## src/rtl/nibble_serial_adder_if.sv

```systemverilog
// ---------------------------------------------------------------------------
// nibble_serial_adder_if
//   Handshake bundle for nibble_serial_adder: an operand stream carrying one
//   nibble pair per beat and a result stream carrying one sum nibble per beat.
//
//   Signals
//     in_valid  : operand nibble pair valid              (source -> adder)
//     in_ready  : adder can accept a nibble pair         (adder  -> source)
//     in_a      : operand A nibble [3:0]                 (source -> adder)
//     in_b      : operand B nibble [3:0]                 (source -> adder)
//     in_cin    : operation carry-in, first nibble only  (source -> adder)
//     out_valid : sum nibble valid                       (adder  -> consumer)
//     out_ready : consumer accepts sum nibble            (consumer -> adder)
//     out_sum   : sum nibble [3:0]                       (adder  -> consumer)
//     out_last  : final (MSB) nibble of an operation     (adder  -> consumer)
//     out_cout  : final carry-out, valid with out_last   (adder  -> consumer)
//     out_ovf   : signed overflow, valid with out_last   (only with SIGNED_OVF_EN)
//
//   Modports
//     master : operand source / result consumer side
//     slave  : the adder itself
//
//   Optional feature macro: SIGNED_OVF_EN (adds out_ovf)
// ---------------------------------------------------------------------------
interface nibble_serial_adder_if;
  logic       in_valid;
  logic       in_ready;
  logic [3:0] in_a;
  logic [3:0] in_b;
  logic       in_cin;
  logic       out_valid;
  logic       out_ready;
  logic [3:0] out_sum;
  logic       out_last;
  logic       out_cout;
`ifdef SIGNED_OVF_EN
  logic       out_ovf;
`endif

  modport master (
    output in_valid, in_a, in_b, in_cin, out_ready,
    input  in_ready, out_valid, out_sum, out_last,
`ifdef SIGNED_OVF_EN
    input  out_ovf,
`endif
    input  out_cout
  );

  modport slave (
    input  in_valid, in_a, in_b, in_cin, out_ready,
    output in_ready, out_valid, out_sum, out_last,
`ifdef SIGNED_OVF_EN
    output out_ovf,
`endif
    output out_cout
  );
endinterface

```

## src/rtl/nibble_serial_adder.sv

```systemverilog
// ---------------------------------------------------------------------------
// nibble_serial_adder
//   Adds two (4*NIBBLES)-bit operands one nibble per beat, LSB nibble first.
//   Each beat goes through a 4-bit ripple-carry adder; the beat's carry-out is
//   registered and becomes the next beat's carry-in. Results leave through a
//   one-deep registered valid/ready stage.
//
//   Parameters
//     NIBBLES : nibbles per operation, 2..256
//
//   Ports
//     i_clk : clock, rising edge
//     i_rst : asynchronous active-high reset
//     i_clr : synchronous abort of the in-flight operation
//     bus   : nibble_serial_adder_if.slave (operand and result streams)
//
//   Optional feature macro: SIGNED_OVF_EN
//     Adds bus.out_ovf, the two's-complement overflow of the full-width add,
//     reported on the last nibble only.
// ---------------------------------------------------------------------------

// 4-bit ripple-carry adder, one full adder per bit.
module ripple_carry_adder_4bit (
  input  logic [3:0] i_a,
  input  logic [3:0] i_b,
  input  logic       i_cin,
  output logic [3:0] o_sum,
  output logic       o_cout
);
  logic [3:0] w_p;
  logic [3:0] w_g;
  logic       w_c1;
  logic       w_c2;
  logic       w_c3;

  assign w_p = i_a ^ i_b;
  assign w_g = i_a & i_b;

  assign o_sum[0] = w_p[0] ^ i_cin;
  assign w_c1     = w_g[0] | (w_p[0] & i_cin);
  assign o_sum[1] = w_p[1] ^ w_c1;
  assign w_c2     = w_g[1] | (w_p[1] & w_c1);
  assign o_sum[2] = w_p[2] ^ w_c2;
  assign w_c3     = w_g[2] | (w_p[2] & w_c2);
  assign o_sum[3] = w_p[3] ^ w_c3;
  assign o_cout   = w_g[3] | (w_p[3] & w_c3);
endmodule

module nibble_serial_adder #(
  parameter int NIBBLES = 4
) (
  input  logic                   i_clk,
  input  logic                   i_rst,
  input  logic                   i_clr,
  nibble_serial_adder_if.slave   bus
);
  localparam int                 CNT_W    = $clog2(NIBBLES);
  localparam logic [CNT_W-1:0]   LAST_IDX = CNT_W'(NIBBLES - 1);

  logic [CNT_W-1:0] r_cnt;
  logic             r_cy;
  logic             r_out_valid;
  logic [3:0]       r_out_sum;
  logic             r_out_last;
  logic             r_out_cout;
`ifdef SIGNED_OVF_EN
  logic             r_out_ovf;
  logic             w_ovf;
`endif

  logic             w_in_ready;
  logic             w_accept;
  logic             w_xfer;
  logic             w_first;
  logic             w_last;
  logic             w_add_cin;
  logic [3:0]       w_sum;
  logic             w_cout;

  // One-deep output register: a new beat may enter whenever the current one
  // is absent or leaving this cycle. An abort blocks intake for its cycle.
  assign w_in_ready = !i_clr && (!r_out_valid || bus.out_ready);
  assign w_accept   = bus.in_valid && w_in_ready;
  assign w_xfer     = r_out_valid && bus.out_ready;

  assign w_first   = (r_cnt == '0);
  assign w_last    = (r_cnt == LAST_IDX);
  // Operation carry-in only seeds the first nibble; later beats chain.
  assign w_add_cin = w_first ? bus.in_cin : r_cy;

  ripple_carry_adder_4bit u_rca (
    .i_a    (bus.in_a),
    .i_b    (bus.in_b),
    .i_cin  (w_add_cin),
    .o_sum  (w_sum),
    .o_cout (w_cout)
  );

`ifdef SIGNED_OVF_EN
  // Sign bits of the full-width operands live in the last nibble, so the
  // overflow test only needs that beat's operand and sum MSBs.
  assign w_ovf = w_last && (bus.in_a[3] == bus.in_b[3]) && (w_sum[3] != bus.in_a[3]);
`endif

  always_ff @(posedge i_clk or posedge i_rst) begin
    if (i_rst) begin
      r_cnt       <= '0;
      r_cy        <= 1'b0;
      r_out_valid <= 1'b0;
      r_out_sum   <= 4'h0;
      r_out_last  <= 1'b0;
      r_out_cout  <= 1'b0;
`ifdef SIGNED_OVF_EN
      r_out_ovf   <= 1'b0;
`endif
    end else if (i_clr) begin
      r_cnt       <= '0;
      r_cy        <= 1'b0;
      r_out_valid <= 1'b0;
`ifdef SIGNED_OVF_EN
      r_out_ovf   <= 1'b0;
`endif
    end else if (w_accept) begin
      r_out_valid <= 1'b1;
      r_out_sum   <= w_sum;
      r_out_last  <= w_last;
      r_out_cout  <= w_last ? w_cout : 1'b0;
`ifdef SIGNED_OVF_EN
      r_out_ovf   <= w_ovf;
`endif
      // Clearing the carry on the last beat keeps operations independent.
      r_cy        <= w_last ? 1'b0 : w_cout;
      r_cnt       <= w_last ? '0 : r_cnt + CNT_W'(1);
    end else if (w_xfer) begin
      r_out_valid <= 1'b0;
    end
  end

  assign bus.in_ready  = w_in_ready;
  assign bus.out_valid = r_out_valid;
  assign bus.out_sum   = r_out_sum;
  assign bus.out_last  = r_out_last;
  assign bus.out_cout  = r_out_cout;
`ifdef SIGNED_OVF_EN
  assign bus.out_ovf   = r_out_ovf;
`endif
endmodule
```

## src/flat_wrapper.sv

```systemverilog
// flat-port wrapper written by rule: the top's interface ports become plain ports
module nibble_serial_adder_flat 
#(
  parameter int NIBBLES = 4
)
  (i_clk, i_rst, i_clr, bus_in_valid, bus_in_a, bus_in_b, bus_in_cin, bus_out_ready, bus_in_ready, bus_out_valid, bus_out_sum, bus_out_last, bus_out_cout);
  nibble_serial_adder_if bus_i ();
  input  logic i_clk;
  input  logic i_rst;
  input  logic i_clr;
  input wire logic [$bits(bus_i.in_valid)-1:0] bus_in_valid;
  input wire logic [$bits(bus_i.in_a)-1:0] bus_in_a;
  input wire logic [$bits(bus_i.in_b)-1:0] bus_in_b;
  input wire logic [$bits(bus_i.in_cin)-1:0] bus_in_cin;
  input wire logic [$bits(bus_i.out_ready)-1:0] bus_out_ready;
  output wire logic [$bits(bus_i.in_ready)-1:0] bus_in_ready;
  output wire logic [$bits(bus_i.out_valid)-1:0] bus_out_valid;
  output wire logic [$bits(bus_i.out_sum)-1:0] bus_out_sum;
  output wire logic [$bits(bus_i.out_last)-1:0] bus_out_last;
  output wire logic [$bits(bus_i.out_cout)-1:0] bus_out_cout;
  assign bus_i.in_valid = bus_in_valid;
  assign bus_i.in_a = bus_in_a;
  assign bus_i.in_b = bus_in_b;
  assign bus_i.in_cin = bus_in_cin;
  assign bus_i.out_ready = bus_out_ready;
  assign bus_in_ready = bus_i.in_ready;
  assign bus_out_valid = bus_i.out_valid;
  assign bus_out_sum = bus_i.out_sum;
  assign bus_out_last = bus_i.out_last;
  assign bus_out_cout = bus_i.out_cout;
  nibble_serial_adder #(.NIBBLES(NIBBLES)) u_core (.i_clk(i_clk), .i_rst(i_rst), .i_clr(i_clr), .bus(bus_i));
endmodule
```

## config.mk

```make
export PLATFORM = sky130hd
export DESIGN_NAME = nibble_serial_adder_flat
export DESIGN_NICKNAME = d
export VERILOG_FILES = /design/src/rtl/nibble_serial_adder_if.sv /design/src/rtl/nibble_serial_adder.sv /design/src/flat_wrapper.sv
export SDC_FILE = /design/constraint.sdc
export NUM_CORES = 1
export LEC_CHECK = 0
export CAP_MARGIN = 0
export CORE_MARGIN = 1.5
export CORE_UTILIZATION = 36
export DETAILED_ROUTE_END_ITERATION = 16
export PLACE_DENSITY = 0.74
export SLEW_MARGIN = 0
export SYNTH_ARGS = -nofsm -noshare
export SYNTH_HDL_FRONTEND = slang
export SYNTH_SLANG_ARGS = --single-unit
```

## constraint.sdc

```tcl
create_clock -name i_clk -period 2.6 [get_ports i_clk]
set_input_delay 0.39 -clock i_clk [delete_from_list [all_inputs] [get_ports i_clk]]
set_output_delay 0.39 -clock i_clk [all_outputs]
set_load 0.02 [all_outputs]
```

==> summary.txt <==
Floorplanning
  • Die Y: between 40 and 50 um
  • Area of the die: about 1800 um^2
  • Num rows: 13
  • DIE WIDTH: 41.97 um
  • Boundary Pins: 22
  • Core box area: between 1000 and 1500 um^2
  • Starting Density: 40.50%

Logic synthesis
  • Netlist cell types: 14
  • Cell count after synthesis: 42
  • Area contributors post-synth: dfrtp_1 46%, fa_1 15%, mux2_2 14%, ha_1 4.6%, mux2i_1 3.7%
  • Synth Area in Compound Gates: roughly 1.8%
  • Synthesized area: approximately 550 um^2
  • Number of synthesis warnings: 0
  • Post-synthesis mux area share: ~18%
  • Post-Synth Adder-Cell Area: approximately 19%
  • Mean Syn Cell Area: roughly 13 um^2
  • Main combinational cell family by area after synthesis: adder cells
  • Cell taking the most area after synthesis: dfrtp_1
  • Syn_nets: between 60 and 70
  • Post-Synth Simple-Gate Area: about an eighth
  • Yosys top cell area share: 45.77%
  • Register area share after synthesis: 45.77%
  • Flops & latches, synth: 10
  • Synth Area in XOR/XNOR: 0%

Power
  • Power Density: between 600 and 700 nW/um^2
  • Power, Total: around 500 uW
  • Max VDD drop: between 200 and 300 uV
  • Leak pwr: about 0.00037 uW

Placed design
  • # port buffers: 21
  • DP HPWL: between 700 and 800 um
  • Final GP Congestion: roughly 0.72

Detailed routing
  • Via count: 387
  • WL final: ~1000 um
  • Router iterations before antenna repair: 2
  • Met3 wire length: 93 um
  • Drt first-iter violations: 2
  • Residual DRC: 0
  • Drt wl/cell: 12.23 um
  • DRT met1 WL: roughly 450 um
  • Max layer used: met3
  • Vias per std cell: 4.607
  • Met2 Wirelength: about 480 um
  • Post-route ant nets: 0

Critical path
  • CP Max Fanout: 2
  • Worst Path Class, Setup: flip-flop to flip-flop
  • FF-to-FF Start: u_core.r_cnt[0]
  • Worst Setup EP: u_core.bus.out_sum[3]
  • Worst path arrival time: roughly 2.9 ns
  • Worst Setup End Kind: flip-flop
  • Reg2reg path depth: 8
  • RR Endpoint: u_core.bus.out_sum[3]
  • CP startpoint: u_core.r_cnt[0]
  • Worst R2R Setup Slack: -0.14 ns
  • Critical Path RT: between 2 and 3 ns
  • CP Launch Type: flip-flop

STA
  • Maximum clock rate: approximately 370 MHz
  • Final Hold Viols: 0
  • Fin. max-slew vios: 0
  • Clock skew: 0.004967 ns
  • Slew headroom: 66.81%
  • Final min period: roughly 2.7 ns
  • Worst Setup Slack, final: -0.1352 ns
  • Unrepaired setup endpoints after global routing: yes
  • Worst slew pin tran: ~0.5 ns
  • Final period util: 105.2%
  • Final setup vio count: 1

Final layout
  • Layout area overhead: 54.92%
  • Nets: 90
  • # diodes: 0
  • Commonest cells after routing, fill and taps aside: 21 x clkdlybuf4s50_1, 10 x dfrtp_1, 5 x mux2_2
  • Share of layout cells above drive strength 1: about a third
  • Fin util: between 60% and 70%
  • Most common cell after layout, fill and taps aside: clkdlybuf4s50_1
  • Fillcell total: approximately 110

Outcome
  • Outcome: complete, but fails checks
  • Failing checks: setup timing

Global route
  • First-pass GRT wire length: 1690 um
  • Grt ovf: 0
  • Antenna violations before repair: 0
  • Vias in the first global route: a little under 400
  • All-Layer GR Usage: a little over an eighth
  • Largest net degree at the start of global routing: 11

Clocking
  • Post-CTS Setup Repair Bufs: 0
  • Worst-path clk slew: around 0.07 ns
  • Clock Sinks: 10
  • Hold buffer count at CTS: 0
  • CTS buffer count: 3
  • Clk root buf: clkbuf_4
  • H-tree depth: 1
  • Max clock buf depth: 2
  • Clock network latency to the later pin of the worst-skew pair: between 0.2 and 0.3 ns
  • CTS tree: built

Flow run
  • # Max-Cap Violations: 0

Worst hold path
  • Hold WC Path Type: primary input to async pin
-- worst min path at each step --
stage / start / to / slack, ns
3_5_place_dp: u_core.bus.out_sum[2] / u_core.bus.out_sum[2] / 0.50
4_1_cts: i_rst / u_core.bus.out_sum[0] / 0.41
6_report: i_rst / u_core.bus.out_sum[0] / 0.40
3_3_place_gp: u_core.bus.out_sum[0] / u_core.bus.out_sum[0] / 0.49
5_1_grt: i_rst / u_core.bus.out_sum[0] / 0.44
2_1_floorplan: i_rst / u_core.bus.out_cout / 0.23
-- final cells by class --
cell class,instances,area (um^2),share of cell area (%)
tap,15,18.77,2.216
inverter,5,18.77,2.216
multi-input combinational,27,297.8,35.16
sequential,10,250.2,29.54
clock buffer,4,36.28,4.284
timing repair buffer,23,225.2,26.59
-- state kept, by name (all words and copies together), names as in the netlist --
| register | flops |
|---|---|
| u_core.bus.out_sum | 4 |
| u_core.r_cnt | 2 |
| u_core.bus.out_valid | 1 |
| u_core.bus.out_last | 1 |
| u_core.r_cy | 1 |
| u_core.bus.out_cout | 1 |
-- critical path: stages (launching register included) --
cell,delay (ns)
dfrtp_1,0.38
inv_1,0.07
ha_2,0.18
mux2_4,0.30
fa_2,0.34
fa_2,0.34
fa_2,0.34
fa_2,0.41
mux2_4,0.26
-- layer usage --
| layer | track usage, % | vias up |
|---|---|---|
| met5 | 0 | - |
| met4 | 7.742 | 0 |
| met3 | 5.603 | 0 |
| met2 | 18.75 | 13 |
| met1 | 17.65 | 182 |
| li1 | - | 192 |
-- kinds of logic (layout without fill, tap and decap cells) --
logic type	count (synthesis)	after routing
flops	10	10
simple gates	10	10
mux	9	9
fa+ha+maj	6	6
buf+inv	5	32
compound gates	2	2
-- synth_stat cells --
cell type and number:
mux2i_1 2, mux2_2 7, dfrtp_1 10, nor2_1 4, nor2b_2 1, ha_1 2, nor3_4 1, nand2_1 1
or3_2 1, fa_1 4, o21ai_0 1, nand2b_1 2, a21oi_1 1, inv_1 5
-- power breakdown --
part | switching [uW] | total (uW) | internal (uW)
Combinational | 73.7 | 175 | 102
Clock | 58.3 | 143 | 85.0
Sequential | 13.3 | 195 | 182
Total | 145 | 514 | 369
-- stage by stage --
stage	instances	instance area, um^2	hold WS (ns)	setup TNS [ns]	setup slack (ns)
floorplan	42	554.3	0.2302	-0.1082	-0.1082
global placement	80	798.3	0.4884	-0.5856	-0.2875
detailed placement	80	798.3	0.4996	-0.6462	-0.3116
CTS	84	837.1	0.4092	-0.1620	-0.1620
global route	84	847.1	0.4450	-0.2474	-0.1860
finish	84	847.1	0.3997	-0.1352	-0.1352
-- repair_timing --
item,CTS,global route
gates resized for setup,1,4
pin swaps,0,0
endpoints found under the setup margin,3,3
Power figures use the tool's default switching activity.
